File: src/rtl/to_lower_stream.sv
// -----------------------------------------------------------------------------
// to_lower_stream
//   Streaming ASCII upper-to-lower case converter with a small circular FIFO
//   and two saturating statistics counters.
//
//   Parameters
//     DEPTH  buffer depth in characters (2, 4, 8 or 16)
//     CNT_W  width of char_count / conv_count
//
//   Ports
//     clk, rst_n          clock, asynchronous active-low reset
//     in_valid/in_ready   upstream handshake, in_char is the raw byte
//     out_valid/out_ready downstream handshake, out_char is the converted head
//     clr_cnt             synchronous clear of both counters
//     char_count          number of accepted characters (saturating)
//     conv_count          number of accepted characters that were 'A'..'Z'
//
//   Handshake: a transfer happens on a rising edge where valid and ready are
//   both 1. in_ready depends only on registered state, never on out_ready, so
//   a full buffer refuses input even in a cycle where the head is popped.
//   out_valid/out_char depend only on registered state and stay stable while
//   out_valid=1 and out_ready=0.
// -----------------------------------------------------------------------------
module to_lower_stream #(
  parameter int DEPTH = 4,
  parameter int CNT_W = 16
) (
  input  logic             clk,
  input  logic             rst_n,
  input  logic             in_valid,
  input  logic [7:0]       in_char,
  output logic             in_ready,
  output logic             out_valid,
  output logic [7:0]       out_char,
  input  logic             out_ready,
  input  logic             clr_cnt,
  output logic [CNT_W-1:0] char_count,
  output logic [CNT_W-1:0] conv_count
);

  localparam int PTR_W = (DEPTH > 1) ? $clog2(DEPTH) : 1;
  localparam int OCC_W = PTR_W + 1;
  localparam logic [OCC_W-1:0] OCC_FULL = OCC_W'(DEPTH);
  localparam logic [PTR_W-1:0] PTR_LAST = PTR_W'(DEPTH - 1);
  localparam logic [CNT_W-1:0] CNT_MAX  = '1;

  // Character storage carries no reset; occ_q alone decides what is valid.
  logic [7:0]       mem_q [DEPTH];

  logic [PTR_W-1:0] wr_ptr_q, wr_ptr_d;
  logic [PTR_W-1:0] rd_ptr_q, rd_ptr_d;
  logic [OCC_W-1:0] occ_q, occ_d;
  // Goes high at the first edge after reset release; holds in_ready low
  // through reset and that first edge.
  logic             init_q, init_d;
  logic [CNT_W-1:0] char_cnt_q, char_cnt_d;
  logic [CNT_W-1:0] conv_cnt_q, conv_cnt_d;

  logic             is_upper;
  logic [7:0]       conv_char;
  logic             accept;
  logic             pop;

  assign is_upper  = (in_char >= 8'h41) && (in_char <= 8'h5A);
  assign conv_char = is_upper ? (in_char | 8'h20) : in_char;

  assign in_ready  = init_q && (occ_q < OCC_FULL);
  assign out_valid = (occ_q != '0);
  assign out_char  = out_valid ? mem_q[rd_ptr_q] : 8'h00;

  assign accept = in_valid && in_ready;
  assign pop    = out_valid && out_ready;

  always_comb begin
    wr_ptr_d   = wr_ptr_q;
    rd_ptr_d   = rd_ptr_q;
    occ_d      = occ_q;
    init_d     = 1'b1;
    char_cnt_d = char_cnt_q;
    conv_cnt_d = conv_cnt_q;

    if (accept) begin
      wr_ptr_d = (wr_ptr_q == PTR_LAST) ? '0 : wr_ptr_q + 1'b1;
    end
    if (pop) begin
      rd_ptr_d = (rd_ptr_q == PTR_LAST) ? '0 : rd_ptr_q + 1'b1;
    end

    // Simultaneous accept and pop leave occupancy unchanged.
    case ({accept, pop})
      2'b10:   occ_d = occ_q + 1'b1;
      2'b01:   occ_d = occ_q - 1'b1;
      default: occ_d = occ_q;
    endcase

    // Clear wins over a same-edge accept; counters stick at all-ones.
    if (clr_cnt) begin
      char_cnt_d = '0;
      conv_cnt_d = '0;
    end else if (accept) begin
      if (char_cnt_q != CNT_MAX) char_cnt_d = char_cnt_q + 1'b1;
      if (is_upper && (conv_cnt_q != CNT_MAX)) conv_cnt_d = conv_cnt_q + 1'b1;
    end
  end

  always_ff @(posedge clk or negedge rst_n) begin
    if (!rst_n) begin
      wr_ptr_q   <= '0;
      rd_ptr_q   <= '0;
      occ_q      <= '0;
      init_q     <= 1'b0;
      char_cnt_q <= '0;
      conv_cnt_q <= '0;
    end else begin
      wr_ptr_q   <= wr_ptr_d;
      rd_ptr_q   <= rd_ptr_d;
      occ_q      <= occ_d;
      init_q     <= init_d;
      char_cnt_q <= char_cnt_d;
      conv_cnt_q <= conv_cnt_d;
    end
  end

  always_ff @(posedge clk) begin
    if (accept) begin
      mem_q[wr_ptr_q] <= conv_char;
    end
  end

  assign char_count = char_cnt_q;
  assign conv_count = conv_cnt_q;

endmodule

File: config.mk
export PLATFORM = sky130hd
export DESIGN_NAME = to_lower_stream
export DESIGN_NICKNAME = d
export VERILOG_FILES = /design/src/rtl/to_lower_stream.sv
export SDC_FILE = /design/constraint.sdc
export NUM_CORES = 1
export LEC_CHECK = 0
export CAP_MARGIN = 10
export CORE_MARGIN = 4
export CORE_UTILIZATION = 48
export CTS_CLUSTER_SIZE = 8
export DETAILED_ROUTE_END_ITERATION = 16
export HOLD_SLACK_MARGIN = 0.12
export PLACE_DENSITY_LB_ADDON = 0.25
export SYNTH_ARGS = -nofsm -noshare
export SYNTH_HDL_FRONTEND = slang
export SYNTH_SLANG_ARGS = --single-unit
File: constraint.sdc
create_clock -name clk -period 2.2 [get_ports clk]
set_input_delay 0.33 -clock clk [delete_from_list [all_inputs] [get_ports clk]]
set_output_delay 0.33 -clock clk [all_outputs]
set_load 0.02 [all_outputs]
### After elaboration in Yosys (flattened, before gate mapping)

Memory sizes are Yosys's and may differ from the RTL's.
Index checks and enable logic that the tools add are counted.
Widths: inputs -> output; s select.

* register bits: 40
* latch bits: 0
* RAM bits: 32
* memory bits (read-only): 0
* input bits: 13
* word-level logic and storage cells: 47
* memories kept: 1

* add/sub/neg operators: 6
* multiply operators: 0
* divide/modulo/power cells: 0
* order comparisons: 3
* equality and inequality tests: 6
* shift-type cells: 0
* muxes and demuxes: 13
* bitwise operators: 0
* reduce and logical (&&, ||, !) cells: 12

Memory list
* mem_q: depth 4, bits a word 8, read ports 1, clocked after memory_dff 0, wr ports 1, RTL line 48 `logic [7:0] mem_q [DEPTH];`

Operator list (number)
* $mux 16: 6
* $add 16x1->16 const B: 2
* $ne 16x16->1 const B: 2
* $ge 8x7->1 const B: 1
* $le 8x7->1 const B: 1
* $mux 8: 1
* $reduce_bool 2->1: 4
* $eq 2x2->1 const B: 3
* $mux 6: 1
* $pmux 3 s2: 1
* $logic_and 1x1->1: 5
* $add 2x1->2 const B: 2
* $mux 2: 2
* $reduce_and 2->1: 2
* $add 3x1->3 const B: 1
* $lt 3x3->1 const B: 1
* $reduce_bool 3->1: 1
* $sub 3x1->3 const B: 1
* $eq 2x1->1 const B: 1
* $mux 1: 2

### Logic depth before layout (Yosys ltp)

Gate-level depths: netlist of the first run.

* word-level depth: 6
* mapped depth: 10
* gate-level depth less buffers: 9

### Worst setup path before layout of the first run

Ideal clock, no wire load.

* kind: register to register
* start: register conv_cnt_q[0] (netlist: conv_count[0])
* end: register conv_cnt_q[15] (netlist: conv_count[15])
* arrival time: 2.073 ns
* data required time: 2.073 ns
* setup slack: 0.000 ns
* stages on the path, launching flop included: 7
* cell sequence: dfrtp_1 -> ha_1 -> nand4_1 -> nor4_2 -> nor4b_4 -> nand4_1 -> mux2_1

* cells in the longest elaborated chain, start to end: 4
* elaborated cells between the ends (all ways): 8
* classes of those cells: add/sub (1); eq/ne (1); mux (3); reduce/logical (3)

Ends and longest elaborated chain
* from (decl): RTL line 57 `logic [CNT_W-1:0] conv_cnt_q, conv_cnt_d;`
* from (signal assigned): RTL line 120 `conv_cnt_q <= conv_cnt_d;`
* $add 16x1->16 or $ne 16x16->1 (tied branches): RTL line 102 `if (is_upper && (conv_cnt_q != CNT_MAX)) conv_cnt_d = conv_cnt_q + 1'b1;`
* $mux 16 or $logic_and 1x1->1 (tied branches): RTL line 102
* $mux 16 or $reduce_bool 2->1 (tied branches)
* $mux 16 or $reduce_and 2->1 (tied branches)

Parallel ways exist; a longest one is shown, timed or not. The select of a mux whose other input is x is not followed.
A chain may end at the register's enable or synchronous reset.

### Worst setup path in the final report of the first run

* start: register occ_q[2]
* end: register conv_cnt_q[13] (netlist: conv_count[13])

* cells in the longest elaborated chain, start to end: 5

Ends and longest elaborated chain
* from (decl): RTL line 52 `logic [OCC_W-1:0] occ_q, occ_d;`
* from (signal assigned): RTL line 110 `occ_q <= '0;`
* from (signal assigned): RTL line 117 `occ_q <= occ_d;`
* $lt 3x3->1: RTL line 67 `assign in_ready = init_q && (occ_q < OCC_FULL);`
* $logic_and 1x1->1: RTL line 67
* $logic_and 1x1->1: RTL line 71 `assign accept = in_valid && in_ready;`
* $reduce_bool 2->1 (no source line)
* $reduce_and 2->1 (no source line)

No other way between the ends.

==> impl_summary.txt, run 1 <==
----------------------------------------------------
[Synthesis]
  Flop and latch count out of synthesis ... 72
  Post-synthesis cell count ... 297
  Synth Net Count ... 319
  Top_reg_cell synth ... sky130_fd_sc_hd__dfrtp_1
  Mean post-synth cell area ... 11.9 um^2
  Count of different cell masters after synthesis ... 51
  Summed instance area of the synthesized netlist ... 0.00354 mm^2
  Number of flops mapped to enable cells by yosys ... 32
  Number of synthesis warnings ... 0
  Share of flip-flops with an asynchronous set or reset after synthesis ... 55.6%
  Sequential-to-total area share from yosys stat ... 55.5%

[Global route]
  Global-route wire length before repair ... 12.6 mm
  Number of antenna violations at the first check in global routing ... 0
  GRT Resource Usage Total ... 18.4%
  Gr ovfl total ... 0
  Number of global-route vias before repair ... 2,596
  Largest net degree at the start of global routing ... 41

[Die]
  Height of the chip ... 93.8 um
  Number of rows created at floorplan ... 31
  Initial standard-cell utilization of the core ... 49.0%
  Number of placed I/O pins ... 55
  Placeable core region ... 0.00721 mm^2
  DIE AREA ... 0.00880 mm^2
  Die outline width ... 93.8 um

[Routing]
  DRC violations left ... 0
  Iteration-0 DRC count of the detailed router ... 59
  Number of nets still failing antenna checks after routing ... 0
  Routed vias ... 2,539
  Average wire per cell in the routed design ... 15.7 um
  Total wire length ... 7.56 mm
  First-pass DRT Iterations ... 4
  Detail-routed via count per cell ... 5.26

[Finish]
  Final standard cell area without fillers ... 0.00458 mm^2
  Sequential cell area in the final layout ... 0.00196 mm^2
  Syn-to-layout area delta ... 29.4%
  Diode count ... 0
  Post-layout net count ... 401
  Fill count ... 579
  Proportion of layout cells with a drive suffix above 1 ... 18.5%
  Total area of multi-input combinational cells ... 0.00151 mm^2
  Top library cells by usage in the layout, fill and taps aside ... sky130_fd_sc_hd__clkdlybuf4s50_1 (44), sky130_fd_sc_hd__dfrtp_1 (40), sky130_fd_sc_hd__nor2_1 (38)
  Most common cell after layout, fill and taps aside ... sky130_fd_sc_hd__clkdlybuf4s50_1
  Post-Route Utilization ... 63.4%

[Critical path]
  Worst setup path category ... reg -> reg
  Maximum fanout along the worst path ... 8
  Startpoint type of the worst setup path ... flop
  Crit path capture type ... flop
  Critical path arrival ... 2.38 ns
  Data required time at the worst endpoint ... 2.42 ns

[Timing]
  Headroom to the max-slew limit ... 65.4%
  Setup violation total in the final timing report ... 0
  Setup repair after global routing missed its margin ... false
  Upper clock frequency limit ... 463 MHz
  Setup Total Neg Slack ... 0 ns
  Period utilisation layout ... 98.1%
  Final Max Slew Viols ... 0
  Number of failing hold endpoints at the final stage ... 0
  Measured slew at the worst slew-check pin ... 0.519 ns
  Post-layout min period ... 2.16 ns
  Max Clock Skew ... 0.00922 ns

[Placement]
  Placed cell area ... 0.00438 mm^2
  Placed wire-length estimate ... 5.26 mm
  Total of buffers placed on input and output ports ... 54
  Routability congestion estimate ... 0.904

[Power]
  Worst vdd rail ir drop ... 351 uV
  Power per unit of standard cell area ... 840 mW/mm^2
  Leakage power summed over all cells ... 0.00177 uW

[Status]
  Status ... finished, final reports clean

[Clocking]
  CTS tree ... done
  Deepest clock path buffer count ... 2
  Clock slew at reported path FFs ... 0.08 ns
  Sinks on the clock net ... 72
  TritonCTS buffer count ... 9
  Clock latency at the later pin of the worst-skew pair ... 0.34 ns
  Number of H-tree branching levels ... 3
  Buffer type at the clock tree root ... sky130_fd_sc_hd__clkbuf_8

[Min path]
  Hold Path Class ... reg -> reg

[Job]
  Max-cap viol count ... 0

----------------------------------------------------
[routing by layer]
layer | GRT usage [%] | vias to the layer above | part of all wire (%) | routed length, um
met5 | 0 | - | 0 | 0
met4 | 7.34 | 0 | 1.2 | 91
met3 | 3.13 | 7 | 3.9 | 292
met2 | 30.5 | 60 | 51 | 3830
met1 | 24.1 | 1228 | 44 | 3340
li1 | - | 1244 | - | -
[final cells by class]
type                       instances  area share, %
sequential                        72           42.9
clock inverter                     7           2.08
timing repair buffer              82           16.0
clock buffer                       9           2.71
multi-input combinational        207           33.0
inverter                           7          0.629
tap                               99           2.71
[logic make-up (layout without fill, tap and decap cells)]
logic type / count (synthesis) / in the layout / synth area share, %
AND/OR/NAND/NOR: 134 / 134 / 20.8
buffers and inverters: 18 / 105 / 2.19
multiplexers: 16 / 16 / 7.57
other: 1 / 1 / 0.106
flip-flops: 72 / 72 / 55.5
XOR/XNOR: 22 / 22 / 5.45
AO/OA/AOI/OAI: 25 / 25 / 4.95
adder cells (fa/ha/maj): 9 / 9 / 3.40
[synthesized netlist by cell type (all sizes together), types with 3 or more instances]
master  instances  share of area [%]
mux2            6                1.9
edfxtp         32                 27
inv             7               0.81
a21oi           5               0.71
xnor2          16                4.0
nand2          17                1.8
o21ai           6               0.85
nand3           9                1.3
nand2b          3               0.53
clkbuf          9               0.96
mux4            8                5.1
ha              8                2.8
nand4           9                1.6
xor2            6                1.5
and2           15                2.7
nor2b           6                1.1
dfrtp          40                 28
nor3            6                1.2
nor2           38                4.0
or4             4               0.85
nor4           13                2.5
or3             3               0.53
[repair_timing]
action | 4_1_cts | 5_1_grt
hold endpoints to repair | 40 | 0
buffers inserted | 0 | 1
pin swaps | 0 | 1
setup endpoints to repair | 9 | 10
gates resized for setup | 16 | 10
hold buffers | 1 | 0
[power breakdown]
| group | switching, uW | leakage, uW | internal, uW |
|---|---|---|---|
| Combinational | 538 | 0.000827 | 534 |
| Sequential | 103 | 0.000831 | 1520 |
| Clock | 507 | 0.000110 | 640 |
| Total | 1150 | 0.00177 | 2700 |
[critical path, stage by stage, from the launching register on]
cell and delay, ns:
sky130_fd_sc_hd__dfrtp_1 0.40, sky130_fd_sc_hd__and3b_2 0.28, sky130_fd_sc_hd__inv_4 0.03, sky130_fd_sc_hd__or3_1 0.41, sky130_fd_sc_hd__buf_4 0.20, sky130_fd_sc_hd__nor4_1 0.34, sky130_fd_sc_hd__mux2_2 0.38
[state kept, by name, summed over array words and instances (netlist names)]
register	cells
char_count	16
rd_ptr_q	2
occ_q	3
init_q	1
mem_q	32
conv_count	16
wr_ptr_q	2
[through the flow]
stage	total power (uW)	instances	hold slack [ns]	setup slack, ns
floorplan	2310	297	0.0344	0.0324
global placement	2780	465	0.420	-0.242
detailed placement	2830	465	0.428	-0.299
CTS	3930	482	0.522	0.00147
global route	4050	483	0.545	0.0129
finish	3850	483	0.518	0.0410
[worst paths after layout]
kind                               start             end  slack, ns  cells after the start
worst max-delay path            occ_q[2]  conv_count[13]       0.04                      6
worst min-delay path            occ_q[0]        occ_q[0]       0.52                      1
worst max register to register  occ_q[2]  conv_count[13]       0.04                      6
worst min register to register  occ_q[0]        occ_q[0]       0.52                      1
max in group asynchronous          rst_n  char_count[14]       1.24                      3
min in group asynchronous          rst_n        occ_q[1]       0.58                      3
(Power assumes the default switching activity.)
==> run 2: changes to the inputs <==
--- a/config.mk
+++ b/config.mk
@@ -12,6 +12,7 @@
 export DETAILED_ROUTE_END_ITERATION = 16
 export HOLD_SLACK_MARGIN = 0.12
 export PLACE_DENSITY_LB_ADDON = 0.25
+export RECOVER_POWER = 25
 export SYNTH_ARGS = -nofsm -noshare
 export SYNTH_HDL_FRONTEND = slang
 export SYNTH_SLANG_ARGS = --single-unit
==> run 2 against run 1 <==
  * Utilization decreased by 0.19 points
  * Via count decreased by 0.28%
  * Largest power group unchanged
  * First-iteration DRC count decreased by 5.1%
  * Final cell count unchanged
  * Routed wire length decreased by 0.25%
  * Design area decreased by 0.30%
==> impl_summary.txt, run 2 (same netlist as run 1, synthesis figures left out) <==
----------------------------------------------------
[Timing]
  Upper clock frequency limit ... 462 MHz (was 463 MHz)
  Post-layout min period ... 2.16 ns (about the same)
  Period utilisation layout ... 98.3% (was 98.1%)
  Setup violation total in the final timing report ... 0 (unchanged)
  Final Max Slew Viols ... 0 (unchanged)
  Number of failing hold endpoints at the final stage ... 0 (unchanged)
  Max Clock Skew ... 0.00876 ns (was 0.00922 ns)
  Measured slew at the worst slew-check pin ... 1.01 ns (was 0.519 ns)
  Setup repair after global routing missed its margin ... false (unchanged)
  Headroom to the max-slew limit ... 32.9% (was 65.4%)

[Finish]
  Post-layout net count ... 401 (unchanged)
  Fill count ... 581 (was 579)
  Most common cell after layout, fill and taps aside ... sky130_fd_sc_hd__clkdlybuf4s50_1 (unchanged)
  Top library cells by usage in the layout, fill and taps aside ... sky130_fd_sc_hd__clkdlybuf4s50_1 (42), sky130_fd_sc_hd__dfrtp_1 (40), sky130_fd_sc_hd__nor2_1 (38) (was sky130_fd_sc_hd__clkdlybuf4s50_1 (44), sky130_fd_sc_hd__dfrtp_1 (40), sky130_fd_sc_hd__nor2_1 (38))
  Number of flip-flops under the largest register name ... 32 (unchanged)
  Proportion of layout cells with a drive suffix above 1 ... 17.7% (was 18.5%)
  Diode count ... 0 (unchanged)
  Biggest register ... mem_q (unchanged)
  Number of standard cells in the final layout excluding fillers ... 483 (unchanged)
  Syn-to-layout area delta ... 29.0% (was 29.4%)
  Final standard cell area without fillers ... 0.00456 mm^2 (was 0.00458 mm^2)

[Clocking]
  Clock slew at reported path FFs ... 0.08 ns (about the same)
  CTS tree ... done (unchanged)
  Buffer type at the clock tree root ... sky130_fd_sc_hd__clkbuf_8 (unchanged)
  Deepest clock path buffer count ... 2 (unchanged)
  Sinks on the clock net ... 72 (unchanged)
  Clock latency at the later pin of the worst-skew pair ... 0.34 ns (about the same)
  TritonCTS buffer count ... 9 (unchanged)
  Number of H-tree branching levels ... 3 (unchanged)

[Routing]
  Iteration-0 DRC count of the detailed router ... 56 (was 59)
  Detail-routed via count per cell ... 5.24 (was 5.26)
  DRC violations left ... 0 (unchanged)
  Sum of routed wire segments on met1 ... 3.34 mm (about the same)
  Max layer used ... met4 (unchanged)
  Average wire per cell in the routed design ... 15.6 um (was 15.7 um)
  DR WL met3 ... 273 um (was 292 um)
  First-pass DRT Iterations ... 4 (unchanged)
  Routed vias ... 2,532 (was 2,539)
  Total wire length ... 7.54 mm (was 7.56 mm)
  Total met2 wirelength after detailed routing ... 3.85 mm (was 3.83 mm)
  Number of nets still failing antenna checks after routing ... 0 (unchanged)

[Die]
  Number of rows created at floorplan ... 31 (unchanged)
  Initial standard-cell utilization of the core ... 49.0% (unchanged)
  DIE AREA ... 0.00880 mm^2 (unchanged)
  Placeable core region ... 0.00721 mm^2 (unchanged)
  Height of the chip ... 93.8 um (unchanged)
  Die outline width ... 93.8 um (unchanged)
  Number of placed I/O pins ... 55 (unchanged)

[Power]
  Part of the power in combinational logic ... 27.8% (was 27.9%)
  Power per unit of standard cell area ... 843 mW/mm^2 (was 840 mW/mm^2)
  Flop pwr share ... 42.3% (about the same)
  Worst vdd rail ir drop ... 351 uV (about the same)
  Power consumption ... 3840 uW (was 3850 uW)
  Net switching power ... 1150 uW (about the same)
  Share of total power consumed by net switching ... 29.9% (about the same)
  Fraction of power consumed by the clock network ... 29.9% (was 29.8%)
  Internal Dissipation ... 2690 uW (was 2700 uW)
  Leakage power summed over all cells ... 0.00176 uW (was 0.00177 uW)

[Critical path]
  Startpoint type of the worst setup path ... flop (unchanged)
  Reg2reg path depth ... 6 (unchanged)
  Worst setup path category ... reg -> reg (unchanged)
  Crit path capture type ... flop (unchanged)
  Critical path arrival ... 2.38 ns (about the same)
  Data required time at the worst endpoint ... 2.42 ns (about the same)
  Maximum fanout along the worst path ... 8 (unchanged)

[Placement]
  Placed Cells incl. Taps ... 465 (unchanged)
  Total of buffers placed on input and output ports ... 54 (unchanged)
  Routability congestion estimate ... 0.904 (unchanged)
  Placed wire-length estimate ... 5.26 mm (unchanged)
  Placed cell area ... 0.00438 mm^2 (unchanged)

[Global route]
  Gr ovfl total ... 0 (unchanged)
  Largest net degree at the start of global routing ... 41 (unchanged)
  Global-route wire length before repair ... 12.6 mm (unchanged)
  Number of antenna violations at the first check in global routing ... 0 (unchanged)
  GRT Resource Usage Total ... 18.4% (unchanged)
  Number of global-route vias before repair ... 2,596 (unchanged)

[Status]
  Status ... finished, final reports clean (unchanged)

[Min path]
  Instance count along the most critical hold path ... 1 (unchanged)
  Hold Path Class ... reg -> reg (unchanged)

[Job]
  Max-cap viol count ... 0 (unchanged)

----------------------------------------------------
==> run 2: power groups by stage <==
stage	logic, uW	clock network (uW)	registers, uW
floorplan	702	0	1600
global placement	1130	0	1640
detailed placement	1180	0	1650
CTS	1130	1170	1630
global route	1170	1230	1640
finish	1070	1150	1630
==> run 2: area by class of cell <==
cell class                      instances  area (um^2)  area share (%)
Timing Repair Buffer                   82          718            15.7
Tap cell                               99          124            2.72
Clock inverter                          7         95.1            2.08
Inverter                                7         28.8           0.631
Clock buffer                            9          124            2.72
Multi-Input combinational cell        207         1510            33.1
Sequential cell                        72         1960            43.0
==> run 2: path summary, 6_finish.rpt <==
check / startpoint / endpoint / slack [ns]
max reg2reg: occ_q[2] / conv_count[13] / 0.04
min in group asynchronous: rst_n / occ_q[1] / 0.77
max in group asynchronous: rst_n / char_count[14] / 0.79
max: occ_q[2] / conv_count[13] / 0.04
min reg2reg: occ_q[0] / occ_q[0] / 0.52
min: occ_q[0] / occ_q[0] / 0.52
==> run 2: per-stage QoR <==
step	util [%]	setup WS, ns	TNS (ns)	hold WS (ns)
global route	63.2	0.00826	0	0.545
CTS	63.8	0.00147	0	0.522
finish	63.2	0.0378	0	0.518
floorplan	-	0.0324	0	0.0344
detailed placement	60.6	-0.299	-2.29	0.428
global placement	60.6	-0.242	-1.90	0.420
==> run 2: what timing repair did <==
| item | in CTS | in global routing |
|---|---|---|
| endpoints found under the setup margin | 9 | 10 |
| pin swaps | 0 | 1 |
| resized for setup | 16 | 10 |
| endpoints found under the hold margin | 40 | 0 |
| buffers inserted | 0 | 1 |
| hold buffers | 1 | 0 |
| gates cloned | 0 | 0 |
==> run 2: critical path, stage by stage, from the launching register on <==
cell and delay, ns:
sky130_fd_sc_hd__dfrtp_1 0.40, sky130_fd_sc_hd__and3b_2 0.28, sky130_fd_sc_hd__inv_4 0.03, sky130_fd_sc_hd__or3_1 0.41
sky130_fd_sc_hd__buf_4 0.20, sky130_fd_sc_hd__nor4_1 0.34, sky130_fd_sc_hd__mux2_2 0.38
==> run 2: per-layer routing <==
layer	up-vias	GRT usage [%]
met3	6	3.13
met4	0	7.34
met1	1229	24.1
met5	-	0
met2	49	30.5
li1	1248	-
==> run 3: changes to the inputs <==
--- a/config.mk
+++ b/config.mk
@@ -10,7 +10,7 @@
 export CORE_UTILIZATION = 48
 export CTS_CLUSTER_SIZE = 8
 export DETAILED_ROUTE_END_ITERATION = 16
-export HOLD_SLACK_MARGIN = 0.12
+export HOLD_SLACK_MARGIN = 0.06
 export PLACE_DENSITY_LB_ADDON = 0.25
 export RECOVER_POWER = 25
 export SYNTH_ARGS = -nofsm -noshare
==> results of run 3 <==
Final layout, timing and power as in run 2 (identical DEF).
